===== src/rtl/vga_pkg.sv =====
// rtl/vga_pkg.sv - shared screen geometry, pixel field types and draw FSM states
package vga_pkg;

  localparam int SCREEN_W_DEF = 160;
  localparam int SCREEN_H_DEF = 120;

  typedef logic [7:0] x_t;
  typedef logic [6:0] y_t;
  typedef logic [2:0] colour_t;

  typedef enum logic [1:0] {
    ST_IDLE,
    ST_CLEAR,
    ST_CIRC,
    ST_DONE
  } draw_state_t;

endpackage


===== src/rtl/screen_clear_cnt.sv =====
// rtl/screen_clear_cnt.sv - column-major x/y frame counter with enable, clear and last-pixel flag
module screen_clear_cnt
  import vga_pkg::*;
#(
  parameter int SCREEN_W = SCREEN_W_DEF,
  parameter int SCREEN_H = SCREEN_H_DEF
) (
  input  logic       clk,
  input  logic       rst_n,
  input  logic       en,
  input  logic       clr,
  output logic [7:0] x,
  output logic [6:0] y,
  output logic       last
);

  localparam x_t X_LAST = x_t'(SCREEN_W - 1);
  localparam y_t Y_LAST = y_t'(SCREEN_H - 1);

  x_t   r_x;
  y_t   r_y;
  logic w_y_wrap;

  assign w_y_wrap = (r_y == Y_LAST);

  // y is the inner loop; x advances only when a column finishes
  always_ff @(posedge clk) begin
    if (!rst_n || clr) begin
      r_x <= '0;
      r_y <= '0;
    end else if (en) begin
      if (w_y_wrap) begin
        r_y <= '0;
        r_x <= (r_x == X_LAST) ? '0 : r_x + 8'd1;
      end else begin
        r_y <= r_y + 7'd1;
      end
    end
  end

  assign x    = r_x;
  assign y    = r_y;
  assign last = (r_x == X_LAST) && w_y_wrap;

endmodule


===== src/rtl/circle_draw_ctrl.sv =====
// rtl/circle_draw_ctrl.sv - clears the frame, then launches circle and forwards its clipped pixel stream
module circle_draw_ctrl
  import vga_pkg::*;
#(
  parameter int         SCREEN_W     = SCREEN_W_DEF,
  parameter int         SCREEN_H     = SCREEN_H_DEF,
  parameter logic [2:0] CLEAR_COLOUR = 3'b000
) (
  input  logic       clk,
  input  logic       rst_n,
  input  logic       start,
  input  logic [2:0] colour,
  input  logic [7:0] centre_x,
  input  logic [6:0] centre_y,
  input  logic [7:0] radius,
  output logic       done,
  output logic       circ_start,
  output logic [2:0] circ_colour,
  output logic [7:0] circ_centre_x,
  output logic [6:0] circ_centre_y,
  output logic [7:0] circ_radius,
  input  logic       circ_done,
  input  logic [7:0] circ_x,
  input  logic [6:0] circ_y,
  input  logic [2:0] circ_colour_in,
  input  logic       circ_plot,
  output logic [7:0] vga_x,
  output logic [6:0] vga_y,
  output logic [2:0] vga_colour,
  output logic       vga_plot
);

  localparam logic [8:0] W_LIM = 9'(SCREEN_W);
  localparam logic [7:0] H_LIM = 8'(SCREEN_H);

  draw_state_t r_state;
  draw_state_t w_next;

  x_t      r_centre_x;
  y_t      r_centre_y;
  x_t      r_radius;
  colour_t r_colour;

  logic [7:0] w_cnt_x;
  logic [6:0] w_cnt_y;
  logic       w_cnt_last;
  logic       w_cnt_en;
  logic       w_cnt_clr;
  logic       w_in_bounds;

  screen_clear_cnt #(
    .SCREEN_W (SCREEN_W),
    .SCREEN_H (SCREEN_H)
  ) u_clear_cnt (
    .clk   (clk),
    .rst_n (rst_n),
    .en    (w_cnt_en),
    .clr   (w_cnt_clr),
    .x     (w_cnt_x),
    .y     (w_cnt_y),
    .last  (w_cnt_last)
  );

  always_ff @(posedge clk) begin
    if (!rst_n) begin
      r_state <= ST_IDLE;
    end else begin
      r_state <= w_next;
    end
  end

  // Parameters are captured only on acceptance so later input changes cannot disturb a run
  always_ff @(posedge clk) begin
    if (!rst_n) begin
      r_centre_x <= '0;
      r_centre_y <= '0;
      r_radius   <= '0;
      r_colour   <= '0;
    end else if (r_state == ST_IDLE && start) begin
      r_centre_x <= centre_x;
      r_centre_y <= centre_y;
      r_radius   <= radius;
      r_colour   <= colour;
    end
  end

  assign circ_centre_x = r_centre_x;
  assign circ_centre_y = r_centre_y;
  assign circ_radius   = r_radius;
  assign circ_colour   = r_colour;

  assign w_in_bounds = ({1'b0, circ_x} < W_LIM) && ({1'b0, circ_y} < H_LIM);

  always_comb begin
    w_next     = r_state;
    done       = 1'b0;
    circ_start = 1'b0;
    vga_x      = '0;
    vga_y      = '0;
    vga_colour = '0;
    vga_plot   = 1'b0;
    w_cnt_en   = 1'b0;
    w_cnt_clr  = 1'b0;
    case (r_state)
      ST_IDLE: begin
        w_cnt_clr = 1'b1;
        if (start) w_next = ST_CLEAR;
      end
      ST_CLEAR: begin
        w_cnt_en   = 1'b1;
        vga_x      = w_cnt_x;
        vga_y      = w_cnt_y;
        vga_colour = CLEAR_COLOUR;
        vga_plot   = 1'b1;
        if (w_cnt_last) w_next = ST_CIRC;
      end
      ST_CIRC: begin
        circ_start = 1'b1;
        vga_x      = circ_x;
        vga_y      = circ_y;
        vga_colour = circ_colour_in;
        vga_plot   = circ_plot && w_in_bounds;
        if (circ_done) w_next = ST_DONE;
      end
      ST_DONE: begin
        done = 1'b1;
        if (!start) w_next = ST_IDLE;
      end
      default: w_next = ST_IDLE;
    endcase
  end

endmodule


===== config.mk =====
export PLATFORM = sky130hd
export DESIGN_NAME = circle_draw_ctrl
export DESIGN_NICKNAME = d
export VERILOG_FILES = /design/src/rtl/vga_pkg.sv /design/src/rtl/screen_clear_cnt.sv /design/src/rtl/circle_draw_ctrl.sv
export SDC_FILE = /design/constraint.sdc
export NUM_CORES = 1
export LEC_CHECK = 0
export ABC_AREA = 0
export BUFFER_PORTS_ARGS = -buffer_cell sky130_fd_sc_hd__clkbuf_2
export CAP_MARGIN = 0
export CORE_MARGIN = 2
export CORE_UTILIZATION = 50
export DETAILED_ROUTE_END_ITERATION = 12
export GPL_TIMING_DRIVEN = 0
export PLACE_DENSITY_LB_ADDON = 0.25
export SYNTH_ARGS = -nofsm -noshare
export SYNTH_HDL_FRONTEND = slang
export SYNTH_SLANG_ARGS = --single-unit

===== constraint.sdc =====
create_clock -name clk -period 4.8 [get_ports clk]
set_input_delay 0.48 -clock clk [delete_from_list [all_inputs] [get_ports clk]]
set_output_delay 0.48 -clock clk [all_outputs]
set_load 0.02 [all_outputs]

; ---- Word level (Yosys, flattened, before mapping)
; Cells that the tools add are included.
[totals]
regBits = 43
in_bits = 49
out_inout_bits = 47
wordCells = 44
[op_classes]
addsub = 2
n_lt_le_gt_ge = 2
n_eq_ne = 9
mux = 15
reduce_logical = 9
[ops]
columns = cell, count
row1 = $pmux 8 s2, 1
row2 = $pmux 7 s2, 1
row3 = $add 8x1->8 const B, 1
row4 = $eq 8x8->1 const B, 1
row5 = $lt 8x8->1 const B, 1
row6 = $mux 2, 4
row7 = $mux 8, 1
row8 = $pmux 2 s4, 1
row9 = $add 7x1->7 const B, 1
row10 = $eq 7x7->1 const B, 1
row11 = $lt 7x7->1 const B, 1
row12 = $mux 7, 1
row13 = $ne 2x2->1 const B, 3
row14 = $eq 2x2->1 const B, 2
row15 = $logic_and 1x1->1, 4
row16 = $mux 1, 4
row17 = $reduce_and 4->1, 1
row18 = $mux 3, 1
row19 = $eq 2x1->1 const B, 1
row20 = $logic_not 2->1, 1
row21 = $ne 2x1->1 const B, 1
row22 = $pmux 1 s2, 1
row23 = $reduce_and 2->1, 1
row24 = $logic_not 1->1, 1
row25 = $logic_or 1x1->1, 1

; ---- Depth between registers and ports, before layout
; Gate-level depths: netlist (run 1).
[depth]
ltp_word = 4
ltp_mapped = 7
mapped_depth_nobuf = 6

; ---- Modules after synthesis
; A second synthesis (run 1) with hierarchy kept.
[unflattened]
hier_cells = 253
area_unflattened_um2 = 2170.8
[by_module_without_submodules]
columns = module, instances, cells_each, area_each_um2, seq_area_each_um2
row1 = circle_draw_ctrl, 1, 174, 1422.6, 560.5
row2 = screen_clear_cnt, 1, 79, 748.2, 300.3

; ---- Worst setup path before layout (run 1)
; No wires, ideal clock.
[synth_path]
kind = register to output
startpoint = register r_state[0]
endpoint = output port vga_plot
arrival_ns = 1.598
slack_ns = 2.722
path_stages_with_launch = 6
path_buffers = 1
path_cell_list = dfxtp_1 -> inv_1 -> ha_1 -> clkbuf_1 -> nand4_1 -> a21boi_0
[synth_between]
elab_chain_len = 2
elab_cells_between_ends = 3
cone_classes = eq/ne: 2 / mux: 1
[synth_lines]
columns = item, line_no
row1 = start: declaration, circle_draw_ctrl.sv:36  ; draw_state_t r_state;
row2 = start signal: assignment, circle_draw_ctrl.sv:68  ; r_state <= w_next;
row3 = $eq 2x2->1 or $eq 2x1->1 (tied branches), circle_draw_ctrl.sv:104  ; case (r_state)
row4 = $pmux 1 s2 (*), circle_draw_ctrl.sv:104
row5 = end: declaration, circle_draw_ctrl.sv:30  ; output logic vga_plot
; Every way passes the cells marked *; elsewhere a longest branch is shown, timed or not.

; ---- Final worst setup path (run 1)
[layout_path]
startpoint = register r_state[1]
endpoint = output port vga_y[4]
[layout_between]
elab_chain_len = 2
elab_cells_between_ends = 3
cone_classes = eq/ne: 2 / mux: 1
[layout_lines]
columns = item, line_no
row1 = $eq 2x2->1 or $eq 2x1->1 (tied branches), circle_draw_ctrl.sv:104
row2 = $pmux 7 s2 (*), circle_draw_ctrl.sv:104
row3 = end: declaration, circle_draw_ctrl.sv:28  ; output logic [6:0] vga_y,
; Marks and branches as above.

==> impl_metrics.toml, run 1 <==
[synthesis]
synth-main-ff-cell = "dfxtp_1"
post_synth.cell_area_avg_um2 = 7.99
synth-compound-area-share = 0.178
synth_adder_area_share = 0.0360
ys_ff_latch = 43
syn-cell-area_mm2 = 0.00209
yosysSeqAreaShare = 0.413
yosys.area_share.simple = 0.278
synth-edff-count = 0
ys_types = 37
synth_top_family_by_area = "simple AND/OR/NAND/NOR gates"
synthCells = 261
synth_nets = 316
synth_xor_area_frac = 0.0378
synth_mux_area_frac = 0.0144
ys_warn_count = 0
synthArstFlopShare = 0

[die]
dieArea_mm2 = 0.00470
core_mm2 = 0.00400
start_util = 0.521
dieHeight_um = 68.6
io_pins = 96
rows = 23
die_w_um = 68.6

[cells_and_area]
multiInputGateArea_mm2 = 0.00114
n_antenna_cell = 0
regArea_um2 = 861
post-route-util = 0.674
drive_above_1_share = 0.301
nFillCells = 330
final_nets = 418
final_common_cell = "clkbuf_2"
layout_common_cells = "96 x clkbuf_2, 59 x nand2_1, 43 x dfxtp_1"
area_growth_pct = 29.3

[cts]
post-cts-setup-buffers = 0
clk_path_buf_depth = 2
path_clk_slew_ns = 0.08
clock-sinks = 43
cts_buffers = 5
cts_resized = 0
clock-root-buffer = "clkbuf_8"
cts_tree = "built"
cts-hold-fix-buffers = 0
htreeDepth = 2
worstSkewPairLatency_ns = 0.29

[setup_path]
cp-start-kind = "flop"
worstPathCellList = "inv_1, ha_1, buf_2, buf_1, a22oi_1, nor2b_1, clkbuf_2"
slowest_delay_ns = 0.41
critPathArrivalTime_ns = 2.07
required_ns = 4.32
slowest_stage = "buf_1"
cp-end-kind = "output port"
cp_max_fo = 10
worstSetupPathType = "reg -> out"

[routing]
first_pass_iters = 4
drt-initial-drc-count = 103
wl_um = 5310
vias = 2191
postRouteAntennaNets = 0
avgRoutedWirePerCell_um = 12.9
vias_per_cell = 5.32
drcViolationCount = 0

[global_routing]
use_met3 = 0.0471
grt_pass1_wl_um = 8270
busiest_layer = "met2"
grt_pass1_vias = 1968
antenna_found_initial = 0
grt_start_max_net_pins = 12
grtUsageMet2 = 0.392
met1_usage = 0.279
track_usage = 0.230
overflow = 0

[sta]
hold_viol_final = 0
fmax_mhz = 393
worst_slew_pin_slew_ns = 0.502
fin_crit_ns = 2.55
finalMaxSlewViolations = 0
setup_violations = 0
relSlewSlack = 0.666
rsz0062_at_grt = "false"
final.period_utilization = 0.531
tns_ns = 0
finClkSkew_ns = 0.00520

[flow_run]
max_cap_viol_count = 0

[place]
place_congestion = 0.868
io_buffers = 95
hpwl_um = 4040

[outcome]
status = "completed"

[power]
p_per_area_mw_per_mm2 = 434
ir_worst_vdd_mv = 0.258
p_leak_nw = 1.20

[hold_path]
worst_hold_path_type = "in -> reg"
-- layout make-up --
type	count	area share
plain buffers	15	0.0246
clock buffers	6	0.0269
inverters	6	0.00835
multi-input cells	197	0.421
flip-flops and latches	43	0.319
well taps	50	0.0232
repair buffers	95	0.176
-- cells by family after synthesis --
logic type / Yosys count
XOR/XNOR: 9
AO/OA/AOI/OAI: 61
flip-flops: 43
AND/OR/NAND/NOR: 118
adder cells (fa/ha/maj): 6
buffers and inverters: 21
multiplexers: 3
-- routing by layer --
layer  share of wire  vias to the layer above
li1                -                     1104
met1            0.42                     1012
met2            0.50                       70
met3           0.063                        5
met4          0.0090                        0
met5               0                        -
-- registers in the layout (all words and copies together), names as in the netlist --
signal / cells
circ_radius: 8
circ_colour: 3
circ_centre_x: 8
r_state: 2
u_clear_cnt.y: 7
circ_centre_y: 7
u_clear_cnt.x: 8
-- worst max-delay path, delay by kind of cell, from the launching register on --
kind | cells | cell delay [ns]
simple gates | 1 | 0.16
compound gates | 1 | 0.18
flops | 1 | 0.34
buf+inv | 4 | 0.91
fa+ha+maj | 1 | 0.18
-- cell usage after synthesis (2+ instances only) --
cell	count	area, µm²
a21oi_1	33	165
a22oi_1	15	113
and2_1	5	31.3
and3_1	2	12.5
buf_1	2	7.51
clkbuf_1	10	37.5
dfxtp_1	43	861
ha_1	6	75.1
inv_1	5	18.8
mux2i_1	3	30.0
nand2_1	59	221
nand3_1	6	30.0
nand4_1	4	25.0
nor2_1	12	45.0
nor2b_1	15	93.8
nor3_1	5	25.0
nor4_1	4	25.0
o21ai_0	6	30.0
xnor2_1	5	43.8
xor2_1	4	35.0
-- per-stage QoR --
| stage | area, µm² | hold slack (ns) | setup WS, ns | std cells | total power [W] |
|---|---|---|---|---|---|
| 2_1_floorplan | 2090 | 0.487 | 2.72 | 261 | 0.000807 |
| 3_3_place_gp | 2620 | 0.440 | 2.62 | 406 | 0.000964 |
| 3_5_place_dp | 2620 | 0.445 | 2.60 | 406 | 0.000971 |
| 4_1_cts | 2700 | 0.400 | 2.28 | 412 | 0.00118 |
| 5_1_grt | 2700 | 0.400 | 2.13 | 412 | 0.00125 |
| 6_report | 2700 | 0.401 | 2.25 | 412 | 0.00117 |
-- worst paths after layout --
check,slack [ns],depth (start not counted),end,startpoint
worst min-delay path,0.40,3,circ_centre_x[6],centre_x[6]
worst max-delay path,2.25,7,vga_y[4],r_state[1]
worst min register to register,0.45,2,circ_centre_x[4],circ_centre_x[4]
worst max register to register,3.02,7,circ_centre_x[3],r_state[0]
-- where the power goes --
part | switching, W | internal, W
Sequential | 0.0000295 | 0.000407
Combinational | 0.000336 | 0.000189
Clock | 0.000113 | 0.0000970
Total | 0.000478 | 0.000693
Power figures use the tool's default switching activity.
==> run 2, diff against run 1 <==
ABC_AREA = 1   (was 0)
CORE_UTILIZATION = 42   (was 50)
clock period = 2.09 ns   (was 4.8 ns; I/O delays follow)
==> run 2 against run 1 <==
  * Global-route usage shrank 3.9 points
  * Sequential power grew 150%
  * Non-clock buffer count shrank 3
  * Final cell count grew 17%
  * Area after synthesis grew 2.6%
  * Count of clock-buffer cells in the layout is the same
  * Sequential share of layout area shrank 1.2 points
  * Sequential cell count is the same
  * Worst setup slack lost 2.1 ns
  * Clock skew shrank 0.00058 ns
==> impl_metrics.toml, run 2 <==
[outcome]
status = "completed"

[setup_path]
worstPathCellList = "inv_1, ha_1, clkinv_2, clkbuf_4, a21oi_1, clkbuf_2"
cp_max_fo = 10
crit_buf_inv = 4
slowest_delay_ns = 0.35
worstSetupPathType = "reg -> out"
critPathArrivalTime_ns = 1.73
cp-end-kind = "output port"
crit_family = "buffers and inverters"
required_ns = 1.88
slowest_stage = "dfxtp_1"
cp-start-kind = "flop"

[synthesis]
synth-edff-count = 0
synth_nets = 367
yosysMostFrequentCell = "nor2_1"
synth_commonest_cells = "74 x nor2_1, 63 x nand2_1, 43 x dfxtp_1, 28 x o21ai_0, 24 x inv_1"
syn-cell-area_mm2 = 0.00214
post_synth.cell_area_avg_um2 = 6.86
ys_ff_latch = 43
ys_warn_count = 0
synth-main-ff-cell = "dfxtp_1"
synth_top_area_frac = 0.402
yosysSeqAreaShare = 0.402
synthArstFlopShare = 0
ys_types = 32
synthTopCellsByArea = "dfxtp_1 40%, nor2_1 13%, nand2_1 11%, o21ai_0 6.5%, a21oi_1 5.4%"
yosysTopAreaCell = "dfxtp_1"
synthCells = 312

[power]
power.total_w = 0.00287
p_leak_nw = 1.31
internal_power_w = 0.00164
ir_worst_vdd_mv = 0.601
p_seq_frac = 0.374
pwr-share-clk = 0.179
sw_frac_of_total = 0.429
pwr-share-comb = 0.447
p_switching_w = 0.00123
p_per_area_mw_per_mm2 = 1020

[cts]
htreeDepth = 2
clk_path_buf_depth = 2
cts-hold-fix-buffers = 0
cts_buffers = 5
cts_tree = "built"
worstSkewPairLatency_ns = 0.30
path_clk_slew_ns = 0.08
clock-root-buffer = "clkbuf_8"
clock-sinks = 43

[cells_and_area]
layout_common_cells = "97 x clkbuf_2, 74 x nor2_1, 63 x nand2_1"
final_common_cell = "clkbuf_2"
n_antenna_cell = 0
drive_above_1_share = 0.316
final_nets = 469
final_cells = 482
area_growth_pct = 31.1

[sta]
finalMaxSlewViolations = 0
hold_viol_final = 0
fmax_mhz = 517
rsz0062_at_grt = "false"
worst_slew_pin_slew_ns = 0.358
relSlewSlack = 0.761
fin_crit_ns = 1.93
final.period_utilization = 0.925
finClkSkew_ns = 0.00462
tns_ns = 0
setup_violations = 0

[routing]
postRouteAntennaNets = 0
drt-initial-drc-count = 114
first_pass_iters = 4
vias_per_cell = 4.62
wl_um = 5210
vias = 2228
avgRoutedWirePerCell_um = 10.8
drcViolationCount = 0

[hold_path]
worst_hold_path_type = "in -> reg"

[global_routing]
use_met3 = 0.0622
grt_start_max_net_pins = 14
met1_usage = 0.237
overflow = 0
grt_pass1_wl_um = 8390
grtUsageMet2 = 0.306
track_usage = 0.191
antenna_found_initial = 0
grt_pass1_vias = 1988
busiest_layer = "met2"

[die]
start_util = 0.444
dieHeight_um = 75.4
rows = 25
io_pins = 96
die_w_um = 75.4
dieArea_mm2 = 0.00568
core_mm2 = 0.00482

[flow_run]
max_cap_viol_count = 0

[place]
numPlacedInstances = 474
hpwl_um = 4010
io_buffers = 95
place_congestion = 0.835
[run 2: path summary, 6_finish.rpt]
check                       from               end  slack (ns)  cells after the start
hold / removal       centre_y[4]  circ_centre_y[4]        0.14                      3
setup reg to reg      r_state[0]  circ_centre_x[7]        0.41                      7
hold reg to reg   circ_radius[0]    circ_radius[0]        0.48                      2
setup / recovery      r_state[1]          vga_y[6]        0.16                      6
[run 2: per-layer routing]
| metal | wire length [µm] | part of all wire | vias to the layer above |
|---|---|---|---|
| met3 | 459 | 0.088 | 9 |
| met2 | 2280 | 0.44 | 93 |
| met5 | 0 | 0 | - |
| li1 | - | - | 1191 |
| met1 | 2360 | 0.45 | 935 |
| met4 | 105 | 0.020 | 0 |
[run 2: stage by stage]
stage               worst slack, ns  hold slack (ns)  instance area [µm²]  utilization
floorplan                     0.404            0.358                 2140            -
global placement              0.247            0.450                 2700        0.560
detailed placement            0.245            0.452                 2700        0.560
CTS                          0.0351            0.136                 2790        0.578
global route                0.00728            0.150                 2810        0.582
finish                        0.156            0.143                 2810        0.582
[run 2: cells by family after synthesis]
| group | after synthesis | share of synthesized area |
|---|---|---|
| and+or+nand+nor | 165 | 0.340 |
| AOI/OAI and AO/OA | 55 | 0.131 |
| DFF | 43 | 0.402 |
| buffers and inverters | 40 | 0.0795 |
| adders and majority gates | 6 | 0.0351 |
| xor gates and xnor gates | 3 | 0.0123 |
[run 2: power groups by stage]
stage,registers [W],logic [W],clock network (W)
6_report,0.00107,0.00129,0.000515
5_1_grt,0.00110,0.00143,0.000566
4_1_cts,0.00107,0.00128,0.000534
3_5_place_dp,0.00109,0.00127,0
3_3_place_gp,0.00108,0.00126,0
2_1_floorplan,0.00126,0.000692,0
[run 2: what timing repair did]
item                                    in CTS  in global routing
buffers inserted                             0                  0
resized for setup                            2                  9
endpoints found under the setup margin      10                 14
[run 2: worst register-to-register path: stages (launching register included)]
cell,delay [ns]
dfxtp_2,0.37
inv_1,0.08
ha_1,0.24
nand2_1,0.22
clkinv_1,0.26
buf_2,0.25
nor2_1,0.10
nor2_1,0.05
[run 2: final cells by class]
| type | instances | area (µm²) |
|---|---|---|
| clock buffers | 6 | 72.6 |
| inverters | 28 | 111 |
| well taps | 67 | 83.8 |
| plain buffers | 12 | 66.3 |
| repair buffers | 95 | 475 |
| flip-flops and latches | 43 | 862 |
| clock inverters | 2 | 12.5 |
| multi-input cells | 229 | 1120 |
| fillers | 493 | 2010 |
==> run 3, diff against run 2 <==
PLACE_DENSITY = 0.75   (was default)
PLACE_DENSITY_LB_ADDON = default   (was 0.25)
==> run 3 against run 2 <==
  * Sequential power about the same
  * Sequential share of layout area decreased by 0.52 points
  * Critical path type unchanged
  * Count of clock-buffer cells in the layout decreased by 1
  * Utilization increased by 0.91 points
  * Non-clock buffer count increased by 3
  * Combinational power increased by 5%
  * Worst hold slack improved by 0.012 ns
  * Clock skew about the same
  * Sequential cell count unchanged
  * Critical endpoint is now vga_x[2]
  * Global-route usage decreased by 0.31 points
  * Critical path depth unchanged
  * Register-to-register slack got worse by 0.06 ns
==> impl_metrics.toml, run 3 (same netlist as run 2, synthesis figures left out) <==
[cts]
htreeDepth = 2
clock-sinks = 43
clock-root-buffer = "clkbuf_8"
cts-hold-fix-buffers = 0
worstSkewPairLatency_ns = 0.29
cts_buffers = 5
path_clk_slew_ns = 0.09
clk_path_buf_depth = 2
cts_tree = "built"

[setup_path]
worstSetupPathType = "reg -> out"
slowest_delay_ns = 0.37
required_ns = 1.88
cp-start-kind = "flop"
cp_max_fo = 10
slowest_stage = "dfxtp_1"
worstPathCellList = "inv_1, ha_1, clkinvlp_4, buf_4, a21oi_1, clkbuf_2"
cp-end-kind = "output port"
critPathArrivalTime_ns = 1.81
crit_buf_inv = 4
crit_family = "buffers and inverters"

[outcome]
status = "completed"

[global_routing]
track_usage = 0.188
grt_start_max_net_pins = 15
antenna_found_initial = 0
grt_pass1_wl_um = 8290
grt_pass1_vias = 1935
overflow = 0

[sta]
setup_violations = 0
holdWs_ns = 0.155
final.period_utilization = 0.968
fin_crit_ns = 2.02
rsz0062_at_grt = "true"
tns_ns = 0
relSlewSlack = 0.761
worst_slew_pin_slew_ns = 0.359
finalMaxSlewViolations = 0
finClkSkew_ns = 0.00506
fmax_mhz = 494
hold_viol_final = 0

[routing]
postRouteAntennaNets = 0
wl_um = 5280
vias_per_cell = 4.62
drcViolationCount = 0
first_pass_iters = 4
avgRoutedWirePerCell_um = 10.9
vias = 2240
drt-initial-drc-count = 103

[die]
start_util = 0.444
die_w_um = 75.4
dieArea_mm2 = 0.00568
core_mm2 = 0.00482
io_pins = 96
rows = 25
dieHeight_um = 75.4

[power]
pwr-share-clk = 0.212
internal_power_w = 0.00181
pwr-share-comb = 0.439
p_per_area_mw_per_mm2 = 1080
p_seq_frac = 0.349
ir_worst_vdd_mv = 0.698
p_switching_w = 0.00126
sw_frac_of_total = 0.410
p_leak_nw = 1.34

[cells_and_area]
nFillCells = 488
layout_common_cells = "93 x clkbuf_2, 74 x nor2_1, 63 x nand2_1"
drive_above_1_share = 0.321
final_common_cell = "clkbuf_2"
n_antenna_cell = 0
final_nets = 472
area_growth_pct = 33.2

[hold_path]
worst_hold_path_type = "in -> reg"

[place]
io_buffers = 95
hpwl_um = 4130
place_congestion = 0.847

[flow_run]
max_cap_viol_count = 0
[run 3: cell count changes in the layout (fill, tap and decap cells not counted)]
cell,change
buf_2,+3
clkinv_2,-1
clkbuf_1,-1
clkbuf_2,-4
dfxtp_1,+1
ha_4,-1
bufinv_16,+1
clkbuf_4,-1
clkinv_4,+1
dfxtp_2,-1
ha_2,+1
buf_4,+5
[run 3: worst paths after layout]
path	from	end	slack (ns)	depth (start not counted)
worst max-delay path	r_state[0]	vga_x[2]	0.07	6
worst min-delay path	centre_x[4]	circ_centre_x[4]	0.16	3
worst max register to register	r_state[0]	circ_radius[7]	0.35	7
worst min register to register	circ_centre_x[4]	circ_centre_x[4]	0.49	2
[run 3: final cells by class]
| type | instances | area [µm²] | area share |
|---|---|---|---|
| clock inverter | 3 | 43.8 | 0.0154 |
| tap | 67 | 83.8 | 0.0294 |
| multi-input combinational | 229 | 1110 | 0.390 |
| timing repair buffer | 98 | 500 | 0.176 |
| buffer | 12 | 66.3 | 0.0233 |
| clock buffer | 5 | 68.8 | 0.0242 |
| inverter | 28 | 114 | 0.0400 |
| sequential | 43 | 861 | 0.302 |
[run 3: worst reg2reg max path, cell delays in order, from the launching register on]
cell and delay (ns):
dfxtp_1 0.37, inv_1 0.09, ha_1 0.24, nand2_1 0.24
clkinv_1 0.27, buf_2 0.25, nor2_1 0.11, nor2_1 0.05
[run 3: timing repair]
action,CTS,global route
setup endpoints to repair,10,14
gates resized for setup,1,14
buffers inserted,0,3
[run 3: power groups by stage]
stage / sequential (W) / clock, W / combinational (W)
floorplan: 0.00126 / 0 / 0.000692
global placement: 0.00108 / 0 / 0.00125
detailed placement: 0.00109 / 0 / 0.00126
CTS: 0.00107 / 0.000662 / 0.00127
global route: 0.00109 / 0.000699 / 0.00149
finish: 0.00107 / 0.000649 / 0.00135
[run 3: stage by stage]
stage	util	area [µm²]	setup slack (ns)	instances	total power, W
4_1_cts	0.584	2810	0.0246	482	0.00300
3_3_place_gp	0.560	2700	0.319	474	0.00233
6_report	0.591	2850	0.0677	485	0.00306
2_1_floorplan	-	2140	0.404	312	0.00195
3_5_place_dp	0.560	2700	0.271	474	0.00235
5_1_grt	0.591	2850	-0.0370	485	0.00328
[run 3: routing by layer]
layer,up-vias,global-route usage,share of wire
li1,1195,-,-
met1,942,0.231,0.45
met2,95,0.307,0.43
met3,8,0.0701,0.10
met4,0,0.0604,0.015
met5,-,0,0
